<file path="src/rtl/muldiv_pkg.sv">
// Shared encodings and constants for the iterative multiply/divide unit.
package muldiv_pkg;

    localparam int MULDIV_ITERS = 32;

    localparam logic [1:0] OP_MUL  = 2'b00;
    localparam logic [1:0] OP_MULH = 2'b01;
    localparam logic [1:0] OP_DIVU = 2'b10;
    localparam logic [1:0] OP_REMU = 2'b11;

    localparam logic [31:0] DZ_QUOT = 32'hFFFF_FFFF;

    typedef enum logic [1:0] {
        IDLE = 2'd0,
        RUN  = 2'd1,
        DONE = 2'd2
    } state_e;

endpackage

</file>
<file path="src/rtl/muldiv_ctrl.sv">
// Purpose: sequencing FSM and iteration counter for mul_div_unit.
// Latency: accept -> 32 step cycles -> done pulse; skip path goes accept -> done.
// Backpressure: none; start is only honoured in IDLE, ignored otherwise.
module muldiv_ctrl
    import muldiv_pkg::*;
(
    input  logic clk,
    input  logic rst_n,
    input  logic start,
    input  logic skip,
    output logic load,
    output logic step,
    output logic finish,
    output logic busy,
    output logic done
);

    state_e     state;
    state_e     state_nxt;
    logic [5:0] cnt;
    logic       last;

    assign last = (cnt == 6'(MULDIV_ITERS - 1));

    always_comb begin
        state_nxt = state;
        load      = 1'b0;
        step      = 1'b0;
        finish    = 1'b0;
        case (state)
            IDLE: begin
                if (start) begin
                    load = 1'b1;
                    if (skip) begin
                        finish    = 1'b1;
                        state_nxt = DONE;
                    end else begin
                        state_nxt = RUN;
                    end
                end
            end
            RUN: begin
                step = 1'b1;
                if (last) begin
                    finish    = 1'b1;
                    state_nxt = DONE;
                end
            end
            DONE:    state_nxt = IDLE;
            default: state_nxt = IDLE;
        endcase
    end

    always_ff @(posedge clk or negedge rst_n) begin
        if (!rst_n) begin
            state <= IDLE;
            cnt   <= '0;
        end else begin
            state <= state_nxt;
            if (load)
                cnt <= '0;
            else if (step)
                cnt <= cnt + 6'd1;
        end
    end

    assign busy = (state == RUN);
    assign done = (state == DONE);

endmodule

</file>
<file path="src/rtl/mul_div_unit.sv">
// Purpose: 32-bit unsigned shift-add multiply / restoring divide; divider present only with MULDIV_DIV_EN.
// Latency: done 33 cycles after accept; divide-by-zero or disabled divide finishes 1 cycle after accept.
// Backpressure: start ignored while busy or done; operands latched on accept.
module mul_div_unit
    import muldiv_pkg::*;
#(
    parameter int WIDTH = 32
) (
    input  logic             clk,
    input  logic             rst_n,
    input  logic             start,
    input  logic [1:0]       op,
    input  logic [WIDTH-1:0] a,
    input  logic [WIDTH-1:0] b,
    output logic             busy,
    output logic             done,
    output logic [WIDTH-1:0] result,
    output logic             dz
);

    logic               load;
    logic               step;
    logic               finish;
    logic               skip;
    logic               hi_q;
    logic [WIDTH-1:0]   opnd_q;
    logic [2*WIDTH-1:0] acc;
    logic [2*WIDTH-1:0] acc_nxt;
    logic [WIDTH:0]     sum;

`ifdef MULDIV_DIV_EN
    logic               div_q;
    logic [WIDTH:0]     trial;
    assign skip = op[1] && (b == '0);
`else
    assign skip = op[1];
`endif

    muldiv_ctrl u_ctrl (
        .clk    (clk),
        .rst_n  (rst_n),
        .start  (start),
        .skip   (skip),
        .load   (load),
        .step   (step),
        .finish (finish),
        .busy   (busy),
        .done   (done)
    );

    // acc holds {product_hi, multiplier} for MUL, {remainder, quotient} for DIV
    always_comb begin
        sum     = {1'b0, acc[2*WIDTH-1:WIDTH]} + (acc[0] ? {1'b0, opnd_q} : '0);
        acc_nxt = {sum, acc[WIDTH-1:1]};
`ifdef MULDIV_DIV_EN
        // acc[63] set means the shifted remainder already exceeds any 32-bit divisor
        trial = acc[2*WIDTH-1:WIDTH-1] - {1'b0, opnd_q};
        if (div_q) begin
            if (acc[2*WIDTH-1] || !trial[WIDTH])
                acc_nxt = {trial[WIDTH-1:0], acc[WIDTH-2:0], 1'b1};
            else
                acc_nxt = {acc[2*WIDTH-2:0], 1'b0};
        end
`endif
    end

    always_ff @(posedge clk or negedge rst_n) begin
        if (!rst_n) begin
            acc    <= '0;
            opnd_q <= '0;
            hi_q   <= 1'b0;
`ifdef MULDIV_DIV_EN
            div_q  <= 1'b0;
`endif
        end else if (load) begin
            acc    <= {{WIDTH{1'b0}}, (op[1] ? a : b)};
            opnd_q <= op[1] ? b : a;
            hi_q   <= op[0];
`ifdef MULDIV_DIV_EN
            div_q  <= op[1];
`endif
        end else if (step) begin
            acc <= acc_nxt;
        end
    end

    always_ff @(posedge clk or negedge rst_n) begin
        if (!rst_n) begin
            result <= '0;
            dz     <= 1'b0;
        end else if (finish) begin
            if (step) begin
                result <= hi_q ? acc_nxt[2*WIDTH-1:WIDTH] : acc_nxt[WIDTH-1:0];
                dz     <= 1'b0;
            end else begin
`ifdef MULDIV_DIV_EN
                result <= op[0] ? a : DZ_QUOT;
                dz     <= 1'b1;
`else
                result <= '0;
                dz     <= 1'b0;
`endif
            end
        end
    end

endmodule

</file>
<file path="config.mk">
export PLATFORM = sky130hd
export DESIGN_NAME = mul_div_unit
export DESIGN_NICKNAME = d
export VERILOG_FILES = /design/src/rtl/muldiv_pkg.sv /design/src/rtl/muldiv_ctrl.sv /design/src/rtl/mul_div_unit.sv
export SDC_FILE = /design/constraint.sdc
export NUM_CORES = 1
export LEC_CHECK = 0
export ABC_AREA = 1
export BUFFER_PORTS_ARGS = -buffer_cell sky130_fd_sc_hd__buf_4
export CAP_MARGIN = 20
export CELL_PAD_IN_SITES_DETAIL_PLACEMENT = 0
export CELL_PAD_IN_SITES_GLOBAL_PLACEMENT = 1
export CORE_MARGIN = 2
export CORE_UTILIZATION = 30
export DETAILED_ROUTE_END_ITERATION = 16
export GPL_ROUTABILITY_DRIVEN = 0
export PLACE_DENSITY = 0.69
export SLEW_MARGIN = 0
export SYNTH_ARGS = -nofsm -noshare
export SYNTH_HDL_FRONTEND = slang
export SYNTH_HIERARCHICAL = 1
export SYNTH_SLANG_ARGS = --single-unit
</file>
<file path="constraint.sdc">
create_clock -name clk -period 3 [get_ports clk]
set_clock_uncertainty 0.05 [all_clocks]
set_input_delay 0.75 -clock clk [delete_from_list [all_inputs] [get_ports clk]]
set_output_delay 0.75 -clock clk [all_outputs]
set_load 0.01 [all_outputs]
</file>
# After elaboration in Yosys (flattened, before gate mapping)
# Cells that the tools add are included.
# Widths: inputs -> output; s select.
# op_classes
n_eq_ne,5
n_mul,0
n_div,0
addsub,2
n_shift,0
muxes,20
bitwise_logic,0
n_lt_le_gt_ge,0
reduce_logical,3
# op_table
cell,n
$mux 32,5
$mux 64,2
$add 32x32->33,1
$mux 6,2
$add 6x1->6 const B,1
$eq 6x5->1 const B,1
$mux 1,6
$mux 2,3
$pmux 2 s2,1
$eq 2x1->1 const B,1
$eq 2x2->1 const B,1
$logic_not 2->1,1
$ne 2x1->1 const B,1
$ne 2x2->1 const B,1
$pmux 1 s2,1
$reduce_and 2->1,1
$reduce_bool 2->1,1
# word_totals
inputBits,69
latchBits,0
regBits,137
mem_bits_rw,0
word_cells,36
rom_bits,0
n_memories,0
output_inout_bits,35

# Depth between registers and ports, before layout
# Gate-level depths: netlist of the first run.
# depth
depth_word,4
mapped_depth,20
depth_no_buf,18

# By module
# The synthesis of the first run kept the hierarchy.
# by_module_without_submodules
module,cells_per_inst,n_inst,seq_area_each_um2,area_per_inst_um2
mul_div_unit,1295,1,3228.1,8546.9
muldiv_ctrl,55,1,200.2,440.4

# Worst setup path before layout of the first run
# No wires, ideal clock.
# synth_path
path_type,register to register
from,register acc[0]
to,register result[23]
synth_period_minus_slack_ns,2.449
path_slack_ns,0.551
path_buffers,2
stages_incl_launch_ff,20
setup_time_ns,0.117
arrival_time_ns,2.283
t_required_ns,2.833
cell_sequence,dfrtp_1 > clkbuf_1 > clkbuf_1 > nand2_1 > inv_1 > ha_1 > inv_1 > fa_1 > inv_1 > nand3_1 > nand2_2 > nand2_1 > nand2_1 > nand2_1 > nand2_2 > nand2_1 > nand3_1 > nand3_1 > nand2_1 > nand2_1
# synth_via
elab_chain_cells,4
# synth_lines
item,line,text
"start, declared",mul_div_unit.sv:27,logic [2*WIDTH-1:0] acc;
"start signal, assigned",mul_div_unit.sv:76,"acc <= {{WIDTH{1'b0}}, (op[1] ? a : b)};"
"start signal, assigned",mul_div_unit.sv:83,acc <= acc_nxt;
$mux 32,mul_div_unit.sv:53,"sum = {1'b0, acc[2*WIDTH-1:WIDTH]} + (acc[0] ? {1'b0, opnd_q} : '0);"
$add 32x32->33,mul_div_unit.sv:53,
$mux 32,mul_div_unit.sv:93,result <= hi_q ? acc_nxt[2*WIDTH-1:WIDTH] : acc_nxt[WIDTH-1:0];
$mux 32,mul_div_unit.sv:92,if (step) begin
"end signal, assigned",mul_div_unit.sv:93,
"end, declared",mul_div_unit.sv:17,"output logic [WIDTH-1:0] result,"
# Every way passes these cells.
# A chain may end at the register's enable or synchronous reset.

# Worst setup path after layout of the first run
# layout_path
from,register acc[0]
to,register result[16]
# The elaborated chain is that of the path after synthesis.

==> metrics.csv, run 1 <==
metric,value,unit
ys_ff_latch,137,
path_delay_family,simple AND/OR/NAND/NOR gates,
dp_hpwl,22300,microns
cts_tree,built,
max_clock_freq,382,MHz
ant_nets,0,
coreArea,29600,sq um
grt_pass1_wl,47200,microns
ys_types,40,
yosys.area.top_type,dfrtp_1,
cts_setup_buffers,0,
ctsResizeCount,0,
critPathRequiredTime,3.26,ns
fillCellCount,3208,
clk_latency,0.43,ns
fin_hold_ws,0.256,ns
grt_max_degree,70,
yosysMostFrequentCell,nand2_1,
synth_nets,1453,
synthTopCellsByArea,"dfrtp_1 38%, nand2_1 21%, inv_1 8.3%, o21ai_0 6.2%, nor2_1 4.8%",
cp_max_fo,27,
io_buffers,102,
die-area,31400,sq um
hold_viol,0,
synthArstFlopShare,100,%
fin_crit,2.61,ns
power.leakage,0.00594,uW
critPathMaxStageDelay,0.44,ns
slew_viol_final,0,
critPathBufInv,4,
vias,8701,
rsz0062_at_grt,no,
die_y,177,microns
relSlewSlack,41.4,%
crit_type,flop to flop,
grt_overflow,0,
ys_warn_count,6,
track_usage,19.6,%
cp_cell_sequence,"buf_4, nand2_1, inv_1, ha_1, nand2_1, inv_1, nand2_1, nand2_1, inv_1, nand3_1, nand2_1, nand2_1, nand2_1, nand2_1, o21ai_0, nand2_1",
via_per_inst,4.74,
grt_util_met3,2.10,%
grt_pass1_vias,8477,
final_util,36.4,%
rows,63,
syn_area,8990,sq um
clockBufferDepth,2,
synth-edff-count,0,
syn_area_per_cell,6.66,sq um
antenna_found_initial,0,
period_share,87.1,%
htree_levels,4,
setup_viol,0,
ir_drop,0.460,mV
fin_tns_setup,0,ns
hp-class,primary input to asynchronous set/reset pin,
start_util,30.4,%
maxCapViolCount,0,
synth_common_cells,"508 x nand2_1, 198 x inv_1, 137 x dfrtp_1, 114 x nor2_1, 112 x o21ai_0",
cts_sinks,137,
synthCells,1350,
syn2layout_area_growth,19.7,%
synth-seq-area-share,38.1,%
postCtsHoldBufs,0,
synth_ff_type,dfrtp_1,
use_met1,30.0,%
diodes,0,
power_density,999,nW/um^2
grtUsageMet2,29.1,%
status,completed,
arrival,2.87,ns
drtIter0Drc,604,
nets,1538,
die_w,177,microns
crit_path_end_kind,flop,
route.detailed.drc,0,
grt.busiest_layer,met1,
wl_per_cell,16.2,microns
numCtsBuffers,17,
clk_pin_slew,0.07,ns
cts_root_buf,clkbuf_16,
worst_slew_pin_slew,0.877,ns
start_kind,flop,
drt_pre_antenna_iters,6,
slowest_stage,dfrtp_1,
crit_top_cell,nand2_1,
drive_gt1_share,12.2,%
synth.top_cell.area_share,38.1,%
io_pins,104,
finalWirelength,29700,microns
[metal layers]
| metal | vias to the layer above | routed length (microns) |
|---|---|---|
| met3 | 24 | 1010 |
| met5 | - | 0 |
| met1 | 4097 | 15400 |
| li1 | 4382 | - |
| met2 | 198 | 12900 |
| met4 | 0 | 401 |
[flip-flops by register name, indices dropped and copies added (netlist names)]
name and flops:
result 32, u_ctrl/cnt 6, acc 64, hi_q 1, u_ctrl/state 2, opnd_q 32
[layout make-up]
type                    count  area [sq um]  share of cell area, %
repair buffers            119           947                   8.81
inverters                 203           767                   7.13
clock buffers              18           439                   4.08
flip-flops and latches    137          3430                   31.9
well taps                 390           488                   4.54
clock inverters            13           135                   1.26
multi-input cells         957          4550                   42.3
[power by group]
part           switching (uW)  leakage [uW]  internal (uW)
logic                    3480       0.00393           1880
registers                 599       0.00173           2670
clock network             929      0.000277           1180
[layout by cell type, fill, tap and decap left out, drive strengths merged, types with 2 or more instances in the layout]
cell / n
a21oi: 39
nor2: 118
dfrtp: 137
xnor2: 13
inv: 208
nand2: 522
clkbuf: 18
buf: 119
nor3: 5
and2: 2
xor2: 2
clkinvlp: 2
clkinv: 5
ha: 33
nand3: 48
o21ai: 125
nand3b: 2
o211ai: 6
a22o: 2
o221ai: 32
[cells by family after synthesis]
kind of cell	Yosys count	synth area share (%)
other	1	0.0417
xor gates and xnor gates	15	1.46
and+or+nand+nor	699	30.9
buffers and inverters	256	11.3
DFF	137	38.1
adders and majority gates	34	4.82
AOI/OAI and AO/OA	208	13.3
[through the flow]
stage	instances	setup slack (ns)	area [sq um]	power, uW
after floorplan	1350	0.551	8990	6740
after global placement	1806	0.429	10200	8640
after detailed placement	1806	0.417	10200	8660
after CTS	1837	0.373	10800	10800
after global routing	1837	0.0650	10800	11700
final	1837	0.386	10800	10700
[worst paths after layout]
kind | from | to | slack, ns | cells past startpoint
min in group clk | acc[13]$_DFFE_PN0P_ | acc[12]$_DFFE_PN0P_ | 0.43 | 2
max in group asynchronous | rst_n | result[0]$_DFFE_PN0P_ | 1.90 | 2
min reg2reg | acc[13]$_DFFE_PN0P_ | acc[12]$_DFFE_PN0P_ | 0.43 | 2
min | rst_n | u_ctrl/cnt[1]$_DFFE_PN0P_ | 0.26 | 1
max reg2reg | acc[0]$_DFFE_PN0P_ | result[16]$_DFFE_PN0P_ | 0.39 | 16
max | acc[0]$_DFFE_PN0P_ | result[16]$_DFFE_PN0P_ | 0.39 | 16
(Power assumes the default switching activity.)
==> inputs of run 2 (changes only) <==
--- a/config.mk
+++ b/config.mk
@@ -12,6 +12,7 @@
 export CELL_PAD_IN_SITES_GLOBAL_PLACEMENT = 1
 export CORE_MARGIN = 2
 export CORE_UTILIZATION = 30
+export CTS_BUF_LIST = sky130_fd_sc_hd__clkbuf_8
 export DETAILED_ROUTE_END_ITERATION = 16
 export GPL_ROUTABILITY_DRIVEN = 0
 export PLACE_DENSITY = 0.69
==> metrics.csv, run 2 (synthesized netlist as in run 1, its figures left out) <==
metric,value,unit
path_delay_family,simple AND/OR/NAND/NOR gates,
cp_max_fo,27,
slowest_stage,dfrtp_1,
syn2layout_area_growth,17.6,%
seqPwrFrac,32.1,%
start_kind,flop,
critPathMaxStageDelay,0.44,ns
relSlewSlack,42.5,%
drive_gt1_share,12.2,%
critPathRequiredTime,3.30,ns
antenna_found_initial,0,
wl_per_cell,16.2,microns
finalPower,10200,uW
final_cell_mix,"508 x nand2_1, 198 x inv_1, 137 x dfrtp_1",
fin_hold_ws,0.219,ns
io_buffers,102,
maxCapViolCount,0,
hold_viol,0,
htree_levels,4,
worst_slew_pin_slew,0.861,ns
final_util,35.7,%
coreArea,29600,sq um
setup_viol,0,
dp_hpwl,22300,microns
vias,8707,
arrival,2.91,ns
power.leakage,0.00585,uW
fillCellCount,3239,
via_per_inst,4.74,
grt_overflow,0,
crit_path_end_kind,flop,
cp_cell_sequence,"buf_4, nand2_1, inv_1, ha_1, nand2_1, inv_1, nand2_1, nand2_1, inv_1, nand3_1, nand2_1, nand2_1, nand2_1, nand2_1, o21ai_0, nand2_1",
cts_sinks,137,
slew_viol_final,0,
start_util,30.4,%
period_share,87.2,%
grt_util_met3,2.90,%
cts_setup_buffers,0,
drtIter0Drc,507,
top_regs,"acc x64, opnd_q x32, result x32",
grt.busiest_layer,met1,
combPwrFrac,52.6,%
use_met1,29.7,%
hp-class,primary input to asynchronous set/reset pin,
largest_register_ffs,64,
grtUsageMet2,28.9,%
postCtsHoldBufs,0,
fin_crit,2.62,ns
grt_pass1_wl,47100,microns
power_density,965,nW/um^2
clk_latency,0.46,ns
switching_share,48.5,%
nets,1538,
finalWirelength,29700,microns
track_usage,19.5,%
drt_pre_antenna_iters,8,
status,completed,
intPower,5250,uW
crit_type,flop to flop,
fin_tns_setup,0,ns
ctsResizeCount,0,
die_y,177,microns
cts_tree,built,
io_pins,104,
clockPowerShare,15.3,%
cts_root_buf,clkbuf_8,
rsz0062_at_grt,no,
clk_pin_slew,0.09,ns
ant_nets,0,
die-area,31400,sq um
max_clock_freq,382,MHz
critPathBufInv,4,
rows,63,
grt_pass1_vias,8498,
clockBufferDepth,2,
mostFrequentLayoutCell,nand2_1,
numCtsBuffers,17,
p_switching,4940,uW
regMostFlops,acc,
diodes,0,
ir_drop,0.431,mV
die_w,177,microns
crit_top_cell,nand2_1,
route.detailed.drc,0,
grt_max_degree,70,
-- run 2: area by class of cell --
| cell class | count | area (sq um) | share of cell area (%) |
|---|---|---|---|
| multi-input cells | 957 | 4550 | 43.1 |
| flip-flops and latches | 137 | 3430 | 32.4 |
| repair buffers | 119 | 947 | 8.96 |
| inverters | 203 | 767 | 7.26 |
| well taps | 390 | 488 | 4.62 |
| clock buffers | 18 | 248 | 2.34 |
| clock inverters | 13 | 135 | 1.28 |
-- run 2: per-layer routing --
| metal | part of all wire, % | vias to the layer above | wire (microns) |
|---|---|---|---|
| li1 | - | 4385 | - |
| met1 | 51 | 4084 | 15100 |
| met2 | 43 | 209 | 12900 |
| met3 | 4.2 | 29 | 1240 |
| met4 | 1.4 | 0 | 411 |
| met5 | 0 | - | 0 |
-- run 2: power by group through the flow --
stage               sequential [uW]  combinational (uW)  clock, uW
floorplan                      3130                3610          0
global placement               3290                5340          0
detailed placement             3290                5370          0
CTS                            3260                5400       1590
global route                   3360                6080       1670
finish                         3270                5360       1560
-- run 2: worst reg2reg max path, cell delays in order (launching register included) --
cell and delay (ns):
dfrtp_1 0.44, buf_4 0.33, nand2_1 0.10, inv_1 0.07, ha_1 0.26, nand2_1 0.18
inv_1 0.05, nand2_1 0.06, nand2_1 0.07, inv_1 0.06, nand3_1 0.20, nand2_1 0.15
nand2_1 0.06, nand2_1 0.05, nand2_1 0.12, o21ai_0 0.17, nand2_1 0.07
-- run 2: path summary, 6_finish.rpt --
path                                     start                        end  slack [ns]  cells after the start
min in group clk           acc[13]$_DFFE_PN0P_        acc[12]$_DFFE_PN0P_        0.43                      2
max reg2reg                 acc[0]$_DFFE_PN0P_     result[16]$_DFFE_PN0P_        0.38                     16
min                                      rst_n  u_ctrl/cnt[1]$_DFFE_PN0P_        0.22                      1
min reg2reg                acc[13]$_DFFE_PN0P_        acc[12]$_DFFE_PN0P_        0.43                      2
max                         acc[0]$_DFFE_PN0P_     result[16]$_DFFE_PN0P_        0.38                     16
max in group asynchronous                rst_n      result[0]$_DFFE_PN0P_        1.95                      2
-- run 2: through the flow --
step / setup WS [ns] / instances / instance area [sq um]
after CTS: 0.395 / 1837 / 10600
after global routing: 0.0894 / 1837 / 10600
after detailed placement: 0.417 / 1806 / 10200
after global placement: 0.429 / 1806 / 10200
after floorplan: 0.551 / 1350 / 8990
final: 0.383 / 1837 / 10600
==> inputs of run 3 (changes only) <==
--- a/config.mk
+++ b/config.mk
@@ -11,11 +11,11 @@
 export CELL_PAD_IN_SITES_DETAIL_PLACEMENT = 0
 export CELL_PAD_IN_SITES_GLOBAL_PLACEMENT = 1
 export CORE_MARGIN = 2
-export CORE_UTILIZATION = 30
+export CORE_UTILIZATION = 43
 export CTS_BUF_LIST = sky130_fd_sc_hd__clkbuf_8
 export DETAILED_ROUTE_END_ITERATION = 16
 export GPL_ROUTABILITY_DRIVEN = 0
-export PLACE_DENSITY = 0.69
+export PLACE_DENSITY = 0.9
 export SLEW_MARGIN = 0
 export SYNTH_ARGS = -nofsm -noshare
 export SYNTH_HDL_FRONTEND = slang
==> metrics.csv, run 3 (synthesized netlist as in run 1, its figures left out) <==
metric,value,unit
hold_viol,0,
via_per_inst,5.11,
critPathRequiredTime,3.29,ns
route.detailed.drc,0,
ant_nets,0,
clk_latency,0.45,ns
power_density,981,nW/um^2
grt_pass1_vias,8417,
wl_met1,13100,microns
dp_hpwl,20700,microns
hp-class,primary input to asynchronous set/reset pin,
syn2layout_area_growth,16.2,%
die_w,149,microns
start_kind,flop,
dpl_cell_area,9990,sq um
regMostFlops,acc,
finalWirelength,27400,microns
cts_sinks,137,
fin_crit,2.80,ns
io_pins,104,
grt_pass1_wl,44300,microns
max_clock_freq,357,MHz
arrival,3.09,ns
start_util,44.1,%
relSlewSlack,61.7,%
status,completed,
drive_gt1_share,12.0,%
fillCellCount,2000,
rows,52,
wl_met3,2000,microns
fin_tns_setup,0,ns
setup_viol,0,
period_share,93.3,%
nets,1537,
cts_root_buf,clkbuf_8,
cts_tree,built,
maxCapViolCount,0,
crit_type,flop to flop,
crit_path_end_kind,flop,
track_usage,25.6,%
post-place-ws,0.237,ns
wl_per_cell,15.9,microns
clk_pin_slew,0.09,ns
antenna_found_initial,0,
final_util,51.3,%
coreArea,20400,sq um
ir_drop,0.555,mV
r2r-start,acc[0]$_DFFE_PN0P_,
clockBufferDepth,2,
power.leakage,0.00587,uW
drt_pre_antenna_iters,5,
largest_register_ffs,64,
rsz0062_at_grt,no,
slew_viol_final,0,
die-area,22100,sq um
final_cell_mix,"508 x nand2_1, 200 x inv_1, 137 x dfrtp_1",
worstRegToRegCells,17,
r2r_end,result[23]$_DFFE_PN0P_,
numCtsBuffers,17,
wl_met2,11900,microns
r2r_slack,0.20,ns
drtIter0Drc,748,
multiInputGateArea,4550,sq um
postCtsHoldBufs,0,
ctsResizeCount,0,
grt_max_degree,65,
cp_max_fo,13,
mostFrequentLayoutCell,nand2_1,
io_buffers,102,
grt_overflow,0,
highest_layer,met4,
setup_ws,0.202,ns
ff_latch_area,3430,sq um
diodes,0,
htree_levels,4,
top_regs,"acc x64, opnd_q x32, result x32",
cts_setup_buffers,0,
die_y,149,microns
worst_slew_pin_slew,0.574,ns
vias,8772,
final_area,10400,sq um
## run 3: cell count changes in the layout (fill, tap and decap cells not counted)
cell       previous run  this run
inv_6                 6         2
inv_1               198       200
clkinv_2              0         1
buf_12                4         2
buf_16                0         1
bufinv_16             1         3
## run 3: layout make-up
type | instances | area share, %
multi-input cells | 957 | 43.6
repair buffers | 118 | 8.95
flip-flops and latches | 137 | 32.8
inverters | 203 | 7.35
clock inverters | 14 | 1.65
well taps | 270 | 3.24
clock buffers | 18 | 2.37
## run 3: report_power, final
group | switching [uW] | internal (uW) | total [uW]
Clock | 796 | 852 | 1650
Combinational | 3410 | 1870 | 5280
Sequential | 640 | 2670 | 3310
Total | 4840 | 5390 | 10200
## run 3: layer usage
layer  track usage [%]  vias up
met2              38.0      274
met5                 0        -
met4              5.52        0
met3              5.61       23
met1              38.2     4093
li1                  -     4382
## run 3: through the flow
stage / hold slack (ns) / total power (uW) / cells
2_1_floorplan: 0.403 / 6740 / 1350
3_3_place_gp: 0.417 / 8430 / 1684
3_5_place_dp: 0.419 / 8500 / 1684
4_1_cts: 0.221 / 10200 / 1716
5_1_grt: 0.243 / 11100 / 1717
6_report: 0.215 / 10200 / 1717
## run 3: critical path, cell delays in order (launching register included)
cell	delay [ns]
dfrtp_1	0.57
nand2_1	0.09
inv_1	0.06
ha_1	0.26
inv_1	0.08
fa_1	0.43
inv_1	0.12
nand3_1	0.08
nand2_2	0.12
nand2_1	0.06
nand2_1	0.13
nand2_1	0.08
nand2_2	0.09
nand2_1	0.10
nand3_1	0.10
nand3_1	0.12
nand2_1	0.10
nand2_1	0.04
## run 3: worst max path at each step
stage                                   from                      to  depth (start not counted)
after global routing      acc[0]$_DFFE_PN0P_  result[23]$_DFFE_PN0P_                         17
after CTS                 acc[0]$_DFFE_PN0P_  result[23]$_DFFE_PN0P_                         17
after detailed placement  acc[0]$_DFFE_PN0P_  result[23]$_DFFE_PN0P_                         17
final                     acc[0]$_DFFE_PN0P_  result[23]$_DFFE_PN0P_                         17
after floorplan           acc[0]$_DFFE_PN0P_  result[23]$_DFFE_PN0P_                         19
after global placement    acc[0]$_DFFE_PN0P_  result[23]$_DFFE_PN0P_                         17
